$ cat src/rtl/mips_multicycle_ctrl.sv
// mips_multicycle_ctrl: Moore FSM sequencing the multi-cycle MIPS datapath
// for lw, sw, R-type (add/sub/and/or/slt), beq, addi and j.
module mips_multicycle_ctrl (
    input  logic       clk,
    input  logic       reset,
    input  logic [5:0] opcode,
    input  logic [5:0] funct,
    input  logic       zero,
    output logic       pc_en,
    output logic       ir_write,
    output logic       mem_write,
    output logic       reg_write,
    output logic       iord,
    output logic       mem_to_reg,
    output logic       reg_dst,
    output logic       alu_src_a,
    output logic [1:0] alu_src_b,
    output logic [1:0] pc_src,
    output logic [2:0] alu_control,
    output logic       retire,
    output logic       halted,
    output logic [3:0] state
);
    typedef enum logic [3:0] {
        FETCH   = 4'd0,
        DECODE  = 4'd1,
        MEMADR  = 4'd2,
        MEMRD   = 4'd3,
        MEMWB   = 4'd4,
        MEMWR   = 4'd5,
        EXECUTE = 4'd6,
        ALUWB   = 4'd7,
        BEQ     = 4'd8,
        ADDIEX  = 4'd9,
        ADDIWB  = 4'd10,
        JUMP    = 4'd11,
        HALT    = 4'd12
    } state_t;

    state_t cur, nxt;
    logic   rtype_ok, pc_write, branch, ir_w, mem_w, reg_w, ret;

    assign rtype_ok = funct inside {6'b100000, 6'b100010, 6'b100100, 6'b100101, 6'b101010};

    always_comb begin
        nxt = HALT;
        case (cur)
            FETCH:   nxt = DECODE;
            DECODE:
                case (opcode)
                    6'b100011, 6'b101011: nxt = MEMADR;
                    6'b000000:            nxt = rtype_ok ? EXECUTE : HALT;
                    6'b000100:            nxt = BEQ;
                    6'b001000:            nxt = ADDIEX;
                    6'b000010:            nxt = JUMP;
                    default:              nxt = HALT;
                endcase
            MEMADR:  nxt = (opcode == 6'b101011) ? MEMWR : MEMRD;
            MEMRD:   nxt = MEMWB;
            EXECUTE: nxt = ALUWB;
            ADDIEX:  nxt = ADDIWB;
            MEMWB, MEMWR, ALUWB, BEQ, ADDIWB, JUMP: nxt = FETCH;
            default: nxt = HALT;
        endcase
    end

    always_ff @(posedge clk or posedge reset)
        if (reset) cur <= FETCH;
        else cur <= nxt;

    always_comb begin
        pc_write    = 1'b0;
        branch      = 1'b0;
        ir_w        = 1'b0;
        mem_w       = 1'b0;
        reg_w       = 1'b0;
        ret         = 1'b0;
        iord        = 1'b0;
        mem_to_reg  = 1'b0;
        reg_dst     = 1'b0;
        alu_src_a   = 1'b0;
        alu_src_b   = 2'b00;
        pc_src      = 2'b00;
        alu_control = 3'b010;
        case (cur)
            FETCH: begin
                alu_src_b = 2'b01;
                ir_w      = 1'b1;
                pc_write  = 1'b1;
            end
            DECODE:  alu_src_b = 2'b11;
            MEMADR: begin
                alu_src_a = 1'b1;
                alu_src_b = 2'b10;
            end
            MEMRD:   iord = 1'b1;
            MEMWB: begin
                mem_to_reg = 1'b1;
                reg_w      = 1'b1;
                ret        = 1'b1;
            end
            MEMWR: begin
                iord  = 1'b1;
                mem_w = 1'b1;
                ret   = 1'b1;
            end
            EXECUTE: begin
                alu_src_a   = 1'b1;
                alu_control = (funct == 6'b100010) ? 3'b110 :
                              (funct == 6'b100100) ? 3'b000 :
                              (funct == 6'b100101) ? 3'b001 :
                              (funct == 6'b101010) ? 3'b111 : 3'b010;
            end
            ALUWB: begin
                reg_dst = 1'b1;
                reg_w   = 1'b1;
                ret     = 1'b1;
            end
            BEQ: begin
                alu_src_a   = 1'b1;
                alu_control = 3'b110;
                pc_src      = 2'b01;
                branch      = 1'b1;
                ret         = 1'b1;
            end
            ADDIEX: begin
                alu_src_a = 1'b1;
                alu_src_b = 2'b10;
            end
            ADDIWB: begin
                reg_w = 1'b1;
                ret   = 1'b1;
            end
            JUMP: begin
                pc_src   = 2'b10;
                pc_write = 1'b1;
                ret      = 1'b1;
            end
            default: ;
        endcase
    end

    // enables are masked during reset so an aborted instruction never writes or retires
    assign pc_en     = !reset && (pc_write || (branch && zero));
    assign ir_write  = !reset && ir_w;
    assign mem_write = !reset && mem_w;
    assign reg_write = !reset && reg_w;
    assign retire    = !reset && ret;
    assign halted    = !reset && (cur == HALT);
    assign state     = cur;
endmodule

$ cat config.mk
export PLATFORM = sky130hd
export DESIGN_NAME = mips_multicycle_ctrl
export DESIGN_NICKNAME = d
export VERILOG_FILES = /design/src/rtl/mips_multicycle_ctrl.sv
export SDC_FILE = /design/constraint.sdc
export NUM_CORES = 1
export LEC_CHECK = 0
export BUFFER_PORTS_ARGS = -buffer_cell sky130_fd_sc_hd__buf_2
export CORE_MARGIN = 3
export CORE_UTILIZATION = 35
export CTS_CLUSTER_DIAMETER = 100
export DETAILED_ROUTE_END_ITERATION = 10
export GPL_ROUTABILITY_DRIVEN = 0
export GPL_TIMING_DRIVEN = 1
export PLACE_DENSITY = 0.67
export SLEW_MARGIN = 0
export SYNTH_ARGS = -nofsm -noshare
export SYNTH_HDL_FRONTEND = slang
export SYNTH_SLANG_ARGS = --single-unit
$ cat constraint.sdc
create_clock -name clk -period 1.8 [get_ports clk]
set_input_delay 0 -clock clk [delete_from_list [all_inputs] [get_ports clk]]
set_output_delay 0 -clock clk [all_outputs]
set_load 0.02 [all_outputs]
# [Yosys cells after proc, flatten, opt, wreduce, memory -nomap -nowiden]
# Cells that the tools add are included.
[op_classes] eq_ne=22 muxes=21 n_reduce_logical=19
[op_table] op="6-bit == test (second input constant)" count=7
[op_table] op="4-bit case mux with 7 select lines" count=1
[op_table] op="4-bit == test (second input constant)" count=5
[op_table] op="4-bit case mux with 5 select lines" count=1
[op_table] op="4-bit by 3-bit == test with 1-bit output (second input constant)" count=4
[op_table] op="3-bit two-way mux" count=5
[op_table] op="1-bit two-way mux" count=10
[op_table] op="4-bit by 2-bit == test with 1-bit output (second input constant)" count=2
[op_table] op="2-bit OR reduction" count=4
[op_table] op="1-bit logical AND" count=7
[op_table] op="6-bit by 2-bit == test with 1-bit output (second input constant)" count=1
[op_table] op="6-bit by 3-bit == test with 1-bit output (second input constant)" count=1
[op_table] op="6-bit by 4-bit == test with 1-bit output (second input constant)" count=1
[op_table] op="6-bit logical NOT" count=1
[op_table] op="2-bit case mux with 3 select lines" count=1
[op_table] op="3-bit case mux with 2 select lines" count=1
[op_table] op="6-bit OR reduction" count=1
[op_table] op="5-bit nonzero test" count=1
[op_table] op="4-bit by 1-bit == test with 1-bit output (second input constant)" count=1
[op_table] op="4-bit logical NOT" count=1
[op_table] op="4-bit two-way mux" count=1
[op_table] op="2-bit case mux with 2 select lines" count=1
[op_table] op="4-bit OR reduction" count=1
[op_table] op="3-bit OR reduction" count=1
[op_table] op="other kinds (2)" count=2
[totals] regBits=4 in_bits=15 output_inout_bits=21 wordCells=63

# [Depth between registers and ports, before layout]
# Gate-level depths: netlist of run 1.
[logic_depth] ltp_word=6 depth_mapped=5 mapped_depth_nobuf=4

# [Worst setup path before layout of run 1]
# No wires, ideal clock.
[synth_path] path_kind="register to output" startpoint="register cur[1] (netlist: state[1])" endpoint="output port pc_en" t_arrival_ns=1.863 required_time_ns=1.800 setup_slack_ns=-0.063 stages_incl_launch_ff=5 n_path_buf=1 path_cell_list="dfrtp_1 -> clkbuf_1 -> nor3_1 -> a21oi_1 -> o21bai_1"
[synth_via] elab_chain_len=5 word_cells_on_any_way=9 classes_between="eq/ne (2); mux (2); reduce/logical (5)"
[synth_rtl] element="start, declared" line_no="40" source="state_t cur, nxt;"
[synth_rtl] element="start signal, assigned" line_no="69" source="else cur <= nxt;"
[synth_rtl] element="4-bit == test or 4-bit logical NOT (tied branches)" line_no="85" source="case (cur)"
[synth_rtl] element="2-bit OR reduction (no line) or 1-bit two-way mux (tied branches)"
[synth_rtl] element="1-bit two-way mux or 1-bit logical AND (tied branches)" line_no="85, 144"
[synth_rtl] element="1-bit logical OR *" line_no="144" source="assign pc_en = !reset && (pc_write || (branch && zero));"
[synth_rtl] element="1-bit logical AND *" line_no="144"
[synth_rtl] element="end, declared" line_no="9" source="output logic pc_en,"
# Every way passes the cells marked *; elsewhere a longest branch is shown, timed or not.

# [Worst setup path in the final report of run 1]
[layout_path] startpoint="register cur[3] (netlist: state[3])" endpoint="output port alu_control[1]"
[layout_via] elab_chain_len=2 word_cells_on_any_way=3 classes_between="eq/ne (2); mux (1)"
[layout_rtl] element="4-bit == test or 4-bit by 3-bit == test with 1-bit output (tied branches)" line_no="85"
[layout_rtl] element="3-bit case mux with 2 select lines *" line_no="85"
[layout_rtl] element="end, declared" line_no="19" source="output logic [2:0] alu_control,"
# Marked as above.

==> results by group, run 1 <==
Floorplan
  – Io pins: 36
  – Floorplan row count: 14
  – Initial Util: 38.1%
  – Core Area: 0.00156 sq mm
  – Die area: 0.00223 sq mm
  – Die Wd: 47.2 microns
  – Die Ht: 47.2 microns

Worst setup path
  – Slowest library cell on the worst path: or3_4
  – Max FO, Critical Path: 4
  – Setup CP Type: flip-flop to output port
  – WP data required: 1.80 ns
  – Crit-path cells: nand2b_1 -> or3_4 -> or3b_1 -> buf_2
  – WP data arrival: 1.70 ns
  – Setup crit end kind: output port
  – Crit-path max cell delay: 0.41 ns
  – Startpoint Class: flip-flop

Synthesis
  – Top cells by area, synth: dfrtp_1 (17%), nor2_1 (6.9%), nor3_1 (6.7%)
  – Warnings from Yosys: 0
  – Post-synth ARST share: 100%
  – Most numerous cell in the Yosys netlist: nor2_1
  – Register area share after synthesis: 16.8%
  – Post-synth EDFFs: 0
  – Most common library cells after synthesis: nor2_1 (11), nor3_1 (8), a21oi_1 (7), nand2_1 (7), nand2b_1 (6)
  – Avg Cell Area, Syn: 6.99 sq um
  – Syn nets: 100
  – Most used DFF post-synth: dfrtp_1
  – Synthesized area: 594 sq um
  – Area leader, netlist: dfrtp_1
  – Synthesized instance count: 85
  – Distinct cell type count after synthesis: 35
  – Register bit count reported by yosys: 4
  – Top cell type's share of synthesized area: 16.8%

Place
  – Placed wire-length estimate: 1430 microns
  – PortBufs: 35
  – Placed inst area: 816 sq um

STA
  – Endpoints failing setup: 0
  – Worst-margin pin slew: 0.471 ns
  – Setup Skew: 0.00127 ns
  – Final Cycle Share: 94.6%
  – Slew headroom: 67.8%
  – Setup TNS: 0 ns
  – Pins Over Slew Limit: 0
  – Minimum clock period: 1.70 ns
  – Fmax: 0.587 GHz
  – RSZ-0062 raised after global routing: no
  – Final hold violations: 0

GRT
  – GR peak layer: met2
  – Largest net degree at the start of global routing: 14
  – Total GRT Usage: 16.3%
  – Met3 usage: 1.15%
  – GR Util met1: 22.6%
  – Global-route wire length before repair: 2660 microns
  – GRT met2 Usage: 26.8%
  – Vias in the first global route: 623
  – Total gr overflow: 0
  – Initial antenna violation count: 0

Worst hold path
  – Hold Crit Class: input pin to flip-flop

CTS
  – CTS Buf Count: 3
  – CTS Sinks: 4
  – CTS tree: yes
  – Clk Latency, worst-skew pair: 0.24 ns
  – H-tree depth: 1
  – Worst-path clk slew: 0.04 ns
  – Clk buf depth: 2
  – Clock Root Buffer: clkbuf_4

Detailed routing
  – Via count: 765
  – Drt wl/cell: 12.5 microns
  – DRT Pass-1 Iters: 4
  – Routed WL: 1770 microns
  – Post-DR vias/cell: 5.43
  – DRT antenna net count: 0
  – 1st-iter DRT viols: 8
  – Remaining DRCs: 0

Finish
  – Antenna cells: 0
  – Area growth syn-to-layout: 45.1%
  – Max FFs per register: 4
  – Fillers: 150
  – Nets: 142
  – Share of layout cells above drive strength 1: 40.0%
  – Fin area: 862 sq um

Power
  – Leak: 0.000382 uW
  – Total power: 1210 uW
  – Max VDD drop: 0.000745 V
  – PD cells: 1400 mW/mm^2

Job
  – Max Cap Viol: 0

Status
  – Outcome: finished clean
## critical path: cells and delay by family, from the launching register on
family | cells | cell delay (ns)
buffers and inverters | 1 | 0.16
AND/OR/NAND/NOR | 3 | 0.94
flip-flops | 1 | 0.36
## path summary, 6_finish.rpt
| kind | start | to | slack (ns) | cells past startpoint |
|---|---|---|---|---|
| worst max-delay path | state[3] | alu_control[1] | 0.1 | 4 |
| worst min-delay path | opcode[2] | state[2] | 0.18 | 3 |
| worst max register to register | state[1] | state[1] | 0.48 | 5 |
| worst min register to register | state[3] | state[0] | 0.64 | 2 |
| max in group asynchronous | reset | state[0] | 1.39 | 3 |
| min in group asynchronous | reset | state[3] | 0.24 | 3 |
## kinds of logic (layout without fill, tap and decap cells)
kind of cell,after synthesis,in the layout,share of synthesized area (%)
and+or+nand+nor,47,47,43.4
AOI/OAI and AO/OA,23,23,29.7
buffers and inverters,8,48,5.26
muxes,1,1,1.89
xor gates and xnor gates,2,2,2.95
DFF,4,4,16.8
## layout by cell type (no fill, tap or decap), drive strengths merged, types with 2 or more instances in the layout
cell type and instances:
a2111oi 3, a21oi 7, a31oi 2, buf 40
clkbuf 3, dfrtp 4, inv 4, nand2 7
nand2b 6, nor2 11, nor3 8, nor3b 3
nor4b 2, o21ai 3, o21bai 2, or3 2
or4 2, xnor2 2
## through the flow
| step | util [%] | setup WS [ns] | std cells | hold slack [ns] |
|---|---|---|---|---|
| after floorplan | - | 0.0449 | 85 | -0.226 |
| after global placement | 52.3 | 0.315 | 137 | -0.0493 |
| after detailed placement | 52.3 | 0.336 | 137 | -0.0558 |
| after CTS | 54.4 | 0.0767 | 141 | 0.182 |
| after global routing | 55.3 | 0.0106 | 141 | 0.198 |
| final | 55.3 | 0.0970 | 141 | 0.181 |
## per-layer routing
layer	share of wire, %	up-vias
li1	-	406
met1	48	330
met2	46	27
met3	4.9	2
met4	0.96	0
met5	0	-
## report_power, final
group	internal (uW)	total, uW	switching [uW]
combinational	347	944	597
sequential	129	151	21.9
clock	74.8	115	39.9
## timing repair
item	CTS	global route
setup endpoints to repair	0	2
resized for setup	0	3
hold buffers	1	0
hold endpoints to repair	4	0
setup buffers	0	0
## layout make-up
cell class / instances / area (sq um) / area share [%]
sequential: 4 / 100 / 11.6
timing repair buffer: 41 / 223 / 25.8
clock buffer: 3 / 22.5 / 2.61
tap: 16 / 20.0 / 2.32
multi-input combinational: 73 / 482 / 55.9
inverter: 4 / 15.0 / 1.74
Note: power is estimated with default switching activity, not from simulation.
==> inputs of run 2 (changes only) <==
--- a/config.mk
+++ b/config.mk
@@ -5,7 +5,7 @@
 export SDC_FILE = /design/constraint.sdc
 export NUM_CORES = 1
 export LEC_CHECK = 0
-export BUFFER_PORTS_ARGS = -buffer_cell sky130_fd_sc_hd__buf_2
+export BUFFER_PORTS_ARGS = -buffer_cell sky130_fd_sc_hd__buf_4
 export CORE_MARGIN = 3
 export CORE_UTILIZATION = 35
 export CTS_CLUSTER_DIAMETER = 100
==> run 2 against run 1 <==
Against the previous run: clock power is 4% lower; sequential share of layout area is 0.97 points lower; power is 8.8% higher; first-iteration DRC count is 13% higher; clock skew is 0.0066 ns higher; worst hold slack worse by 0.046 ns; critical endpoint unchanged.
==> results by group, run 2 (synthesis results as in run 1) <==
GRT
  – Largest net degree at the start of global routing: 14 (unchanged)
  – Global-route wire length before repair: 2760 microns (was 2660 microns)
  – Total gr overflow: 0 (unchanged)
  – Total GRT Usage: 17.1% (was 16.3%)
  – Vias in the first global route: 648 (was 623)
  – Initial antenna violation count: 0 (unchanged)

Worst setup path
  – Crit-path leading delay family: simple AND/OR/NAND/NOR gates (unchanged)
  – RR Endpoint: state[1] (unchanged)
  – Setup crit end kind: output port (unchanged)
  – Startpoint Class: flip-flop (unchanged)
  – Setup CP Type: flip-flop to output port (unchanged)
  – Crit path capture: alu_control[1] (unchanged)
  – Slowest library cell on the worst path: or3_1 (was or3_4)
  – Register-to-Register Setup Slack: 0.49 ns (was 0.48 ns)
  – R2R cell count: 5 (unchanged)
  – WP data required: 1.80 ns (about the same)
  – Worst path bufs/invs: 1 (unchanged)
  – Stages on worst setup path: 4 (unchanged)
  – WP data arrival: 1.72 ns (was 1.70 ns)
  – Crit-path cells: nand2b_1 -> or3_1 -> or3b_1 -> buf_4 (was nand2b_1 -> or3_4 -> or3b_1 -> buf_2)
  – Critical Path Source: state[3] (unchanged)
  – Critical R2R Launch: state[1] (unchanged)
  – Crit-path max cell delay: 0.42 ns (was 0.41 ns)
  – Max FO, Critical Path: 4 (unchanged)

Finish
  – Fin util: 61.1% (was 55.3%)
  – Multi-input logic area: 468 sq um (was 482 sq um)
  – Most common cell after layout, fill and taps aside: buf_4 (was buf_2)
  – Commonest cells after routing, fill and taps aside: buf_4 (42), nor2_1 (11), nor3_1 (7), nand2_1 (7), a21oi_1 (7) (was buf_2 (35), nor2_1 (11), nor3_1 (7), nand2_1 (7), a21oi_1 (7))
  – Fillers: 160 (was 150)
  – Area growth syn-to-layout: 60.2% (was 45.1%)
  – Antenna cells: 0 (unchanged)
  – Max FFs per register: 4 (unchanged)
  – Nets: 144 (was 142)
  – Reg area: 101 sq um (was 100 sq um)
  – Share of layout cells above drive strength 1: 40.2% (was 40.0%)

STA
  – Worst-margin pin slew: 0.484 ns (was 0.471 ns)
  – Final Cycle Share: 95.8% (was 94.6%)
  – Final hold violations: 0 (unchanged)
  – PnR worst setup slack: 0.0763 ns (was 0.0970 ns)
  – Setup TNS: 0 ns (unchanged)
  – RSZ-0062 raised after global routing: no (unchanged)
  – Fmax: 0.580 GHz (was 0.587 GHz)
  – Pins Over Slew Limit: 0 (unchanged)
  – Endpoints failing setup: 0 (unchanged)
  – Minimum clock period: 1.72 ns (was 1.70 ns)
  – Setup Skew: 0.00788 ns (was 0.00127 ns)
  – Slew headroom: 66.9% (was 67.8%)

Floorplan
  – Floorplan row count: 14 (unchanged)
  – Io pins: 36 (unchanged)
  – Initial Util: 38.1% (unchanged)
  – Die Wd: 47.2 microns (unchanged)
  – Core Area: 0.00156 sq mm (unchanged)
  – Die Ht: 47.2 microns (unchanged)
  – Die area: 0.00223 sq mm (unchanged)

CTS
  – Worst-path clk slew: 0.04 ns (about the same)
  – CTS Buf Count: 3 (unchanged)
  – Clock Root Buffer: clkbuf_4 (unchanged)
  – CTS Sinks: 4 (unchanged)
  – Clk buf depth: 2 (unchanged)
  – CTS tree: yes (unchanged)
  – Clk Latency, worst-skew pair: 0.23 ns (was 0.24 ns)
  – H-tree depth: 1 (unchanged)

Detailed routing
  – 1st-iter DRT viols: 9 (was 8)
  – Remaining DRCs: 0 (unchanged)
  – Routed WL: 1850 microns (was 1770 microns)
  – DRT Pass-1 Iters: 4 (unchanged)
  – Via count: 780 (was 765)
  – DRT antenna net count: 0 (unchanged)
  – Drt wl/cell: 12.9 microns (was 12.5 microns)
  – Post-DR vias/cell: 5.45 (was 5.43)

Worst hold path
  – Hold Crit Class: input pin to flip-flop (unchanged)
  – Hold Startpoint: opcode[4] (was opcode[2])

Power
  – Max VDD drop: 0.000977 V (was 0.000745 V)
  – PD cells: 1380 mW/mm^2 (was 1400 mW/mm^2)
  – Leak: 0.000408 uW (was 0.000382 uW)

Status
  – Outcome: finished clean (unchanged)

Job
  – Max Cap Viol: 0 (unchanged)

Place
  – Placed wire-length estimate: 1480 microns (was 1430 microns)
  – Setup WS pre-CTS: 0.215 ns (was 0.336 ns)
  – PortBufs: 35 (unchanged)
[run 2: worst min-delay path by stage]
stage / to / depth (start not counted)
global route: state[1] / 4
detailed placement: state[3] / 2
global placement: state[3] / 2
floorplan: state[0] / 1
CTS: state[1] / 4
finish: state[1] / 4
[run 2: metal layers]
layer	GRT usage, %	wire, microns
met5	0	0
met4	4.97	12
met3	3.45	124
met2	29.0	830
met1	21.7	882
[run 2: worst min-delay path, cell delays in order]
cell and delay, ns:
buf_4 0.14, nor4_1 0.06, nand2_1 0.05, o21ai_1 0.07
[run 2: cell type report]
type | count | area share [%]
Inverter | 4 | 1.58
Multi-Input combinational cell | 73 | 49.1
Timing Repair Buffer | 43 | 34.2
Tap cell | 16 | 2.10
Clock buffer | 3 | 2.37
Sequential cell | 4 | 10.6
[run 2: metrics by stage]
stage / cells / hold WS [ns] / total power (uW) / cell area, sq um
global placement: 136 / -0.0576 / 1170 / 896
finish: 143 / 0.135 / 1320 / 952
CTS: 140 / 0.133 / 1290 / 930
detailed placement: 136 / -0.0587 / 1170 / 896
floorplan: 85 / -0.226 / 770 / 599
global route: 143 / 0.170 / 1420 / 952
[run 2: power breakdown]
group	total [uW]	internal, uW	leakage [uW]	switching [uW]
logic	1050	449	0.000344	603
clock network	110	74.5	0.0000138	35.3
registers	154	131	0.0000502	23.6
[run 2: what timing repair did]
item / in CTS / in global routing
hold buffers: 1 / 0
resized for setup: 1 / 0
setup endpoints to repair: 1 / 1
setup buffers: 0 / 3
endpoints found under the hold margin: 4 / 0
==> inputs of run 3 (changes only) <==
--- a/config.mk
+++ b/config.mk
@@ -5,14 +5,13 @@
 export SDC_FILE = /design/constraint.sdc
 export NUM_CORES = 1
 export LEC_CHECK = 0
-export BUFFER_PORTS_ARGS = -buffer_cell sky130_fd_sc_hd__buf_4
 export CORE_MARGIN = 3
 export CORE_UTILIZATION = 35
 export CTS_CLUSTER_DIAMETER = 100
 export DETAILED_ROUTE_END_ITERATION = 10
+export DONT_BUFFER_PORTS = 1
 export GPL_ROUTABILITY_DRIVEN = 0
 export GPL_TIMING_DRIVEN = 1
-export PLACE_DENSITY = 0.67
 export SLEW_MARGIN = 0
 export SYNTH_ARGS = -nofsm -noshare
 export SYNTH_HDL_FRONTEND = slang
==> constraint.sdc (replaced) <==
create_clock -name clk -period 1.8 [get_ports clk]
set_input_delay 0.18 -clock clk [delete_from_list [all_inputs] [get_ports clk]]
set_output_delay 0.18 -clock clk [all_outputs]
set_load 0.02 [all_outputs]
==> run 3 against run 2 <==
Against the previous run: the flow now finishes with violations (setup timing); core utilization shrank 9.3 points; highest routed layer unchanged; critical path type unchanged; worst setup slack lost 0.081 ns; clock power grew 8%; maximum frequency shrank 4.5%.
==> results by group, run 3 (synthesis results as in run 1) <==
Worst setup path
  – Max FO, Critical Path: 4 (unchanged)
  – Register-to-Register Setup Slack: 0.43 ns (was 0.49 ns)
  – Setup crit end kind: output port (unchanged)
  – WP data required: 1.62 ns (was 1.80 ns)
  – Setup CP Type: flip-flop to output port (unchanged)
  – Startpoint Class: flip-flop (unchanged)
  – WP data arrival: 1.62 ns (was 1.72 ns)

Finish
  – Commonest cells after routing, fill and taps aside: buf_4 (16), nor2_1 (11), nand2_1 (7), a21oi_1 (7), nor3_1 (6) (was buf_4 (42), nor2_1 (11), nor3_1 (7), nand2_1 (7), a21oi_1 (7))
  – Max FFs per register: 4 (unchanged)
  – Antenna cells: 0 (unchanged)
  – Fin area: 807 sq um (was 952 sq um)
  – Area growth syn-to-layout: 35.8% (was 60.2%)
  – Nets: 119 (was 144)
  – Fillers: 152 (was 160)
  – Share of layout cells above drive strength 1: 30.4% (was 40.2%)
  – Most common cell after layout, fill and taps aside: buf_4 (unchanged)

GRT
  – Global-route wire length before repair: 2510 microns (was 2760 microns)
  – Total gr overflow: 0 (unchanged)
  – Vias in the first global route: 584 (was 648)
  – Total GRT Usage: 16.2% (was 17.1%)
  – Largest net degree at the start of global routing: 14 (unchanged)
  – Initial antenna violation count: 0 (unchanged)

Power
  – Leak: 0.000301 uW (was 0.000408 uW)
  – Total power: 1250 uW (was 1320 uW)
  – P_int: 593 uW (was 654 uW)
  – P_sw: 653 uW (was 662 uW)
  – Reg power frac: 13.2% (was 11.7%)
  – Clock power share: 9.5% (was 8.3%)
  – Sw Ratio: 52.4% (was 50.3%)
  – Max VDD drop: 0.000894 V (was 0.000977 V)
  – PD cells: 1540 mW/mm^2 (was 1380 mW/mm^2)
  – Combinational power share: 77.3% (was 79.9%)

Place
  – Placed wire-length estimate: 1320 microns (was 1480 microns)
  – PortBufs: 0 (was 35)
  – Placed inst area: 736 sq um (was 896 sq um)

Floorplan
  – Core Area: 0.00156 sq mm (unchanged)
  – Initial Util: 38.1% (unchanged)
  – Die area: 0.00223 sq mm (unchanged)
  – Die Wd: 47.2 microns (unchanged)
  – Floorplan row count: 14 (unchanged)
  – Die Ht: 47.2 microns (unchanged)
  – Io pins: 36 (unchanged)

CTS
  – CTS tree: yes (unchanged)
  – CTS Buf Count: 3 (unchanged)
  – Worst-path clk slew: 0.04 ns (about the same)
  – Post-CTS Setup Inserts: 0 (unchanged)
  – H-tree depth: 1 (unchanged)
  – Clk buf depth: 2 (unchanged)
  – Clock Root Buffer: clkbuf_4 (unchanged)
  – CTS Sinks: 4 (unchanged)
  – Clk Latency, worst-skew pair: 0.25 ns (was 0.23 ns)

STA
  – Final Cycle Share: 100% (was 95.8%)
  – Slew headroom: 66.4% (was 66.9%)
  – RSZ-0062 raised after global routing: yes (was no)
  – Fmax: 0.554 GHz (was 0.580 GHz)
  – PnR worst setup slack: -0.00440 ns (was 0.0763 ns)
  – Setup Skew: 0.00418 ns (was 0.00788 ns)
  – Minimum clock period: 1.80 ns (was 1.72 ns)
  – Endpoints failing setup: 1 (was 0)
  – Worst-margin pin slew: 0.491 ns (was 0.484 ns)
  – Final hold violations: 0 (unchanged)
  – Pins Over Slew Limit: 0 (unchanged)

Detailed routing
  – Met3 Wirelength: 130 microns (was 124 microns)
  – Post-DR vias/cell: 6.12 (was 5.45)
  – Met2 Wirelength: 831 microns (was 830 microns)
  – DRT Pass-1 Iters: 5 (was 4)
  – Routed WL: 1700 microns (was 1850 microns)
  – Highest Signal Layer: met4 (unchanged)
  – 1st-iter DRT viols: 18 (was 9)
  – Remaining DRCs: 0 (unchanged)
  – Via count: 722 (was 780)
  – Drt wl/cell: 14.4 microns (was 12.9 microns)
  – DRT antenna net count: 0 (unchanged)
  – M1 WL: 727 microns (was 882 microns)

Status
  – Outcome: finished, violations left (was finished clean)
  – Failing checks: setup timing

Job
  – Max Cap Viol: 0 (unchanged)

Worst hold path
  – Hold Crit Class: input pin to flip-flop (unchanged)
-- run 3: area by class of cell --
| type | instances | area (sq um) | share of cell area (%) |
|---|---|---|---|
| clock buffers | 3 | 22.5 | 2.79 |
| inverters | 4 | 15.0 | 1.86 |
| multi-input cells | 73 | 504 | 62.5 |
| flip-flops and latches | 4 | 100 | 12.4 |
| well taps | 16 | 20.0 | 2.48 |
| repair buffers | 18 | 145 | 18.0 |
-- run 3: layer usage --
layer	vias to the layer above	track usage (%)
met5	-	0
met4	0	3.87
met3	3	7.28
met2	30	26.0
met1	334	19.8
li1	355	-
-- run 3: power by group through the flow --
stage	logic, uW	clock network (uW)	registers (uW)
after CTS	947	121	162
after floorplan	573	0	205
after global placement	907	0	149
after global routing	1060	132	168
final	962	119	164
after detailed placement	911	0	150
-- run 3: stage by stage --
stage,util [%],hold WS [ns],setup WS (ns),TNS [ns],instances
2_1_floorplan,-,-0.0458,0.0000211,0,85
3_3_place_gp,47.2,-0.0202,0.217,0,114
3_5_place_dp,47.2,-0.0217,0.201,0,114
4_1_cts,51.1,0.123,0.0197,0,118
5_1_grt,51.8,0.114,-0.0520,-0.118,118
6_report,51.8,0.130,-0.00440,-0.00440,118
-- run 3: repair_timing --
item,in CTS,in global routing
hold buffers,1,0
hold endpoints to repair,4,0
pin swaps,1,0
resized for setup,6,2
endpoints found under the setup margin,2,3
-- run 3: critical path: stages, from the launching register on --
cell and delay [ns]:
dfrtp_1 0.40, nand2b_4 0.17, or3_4 0.39, or3b_4 0.42
-- run 3: final timing paths --
path,to,start,cells past startpoint
min in group asynchronous,state[0],reset,2
worst max-delay path,alu_control[1],state[3],3
max in group asynchronous,state[2],reset,2
worst min-delay path,state[1],opcode[4],3
worst min register to register,state[0],state[3],2
worst max register to register,state[1],state[1],5
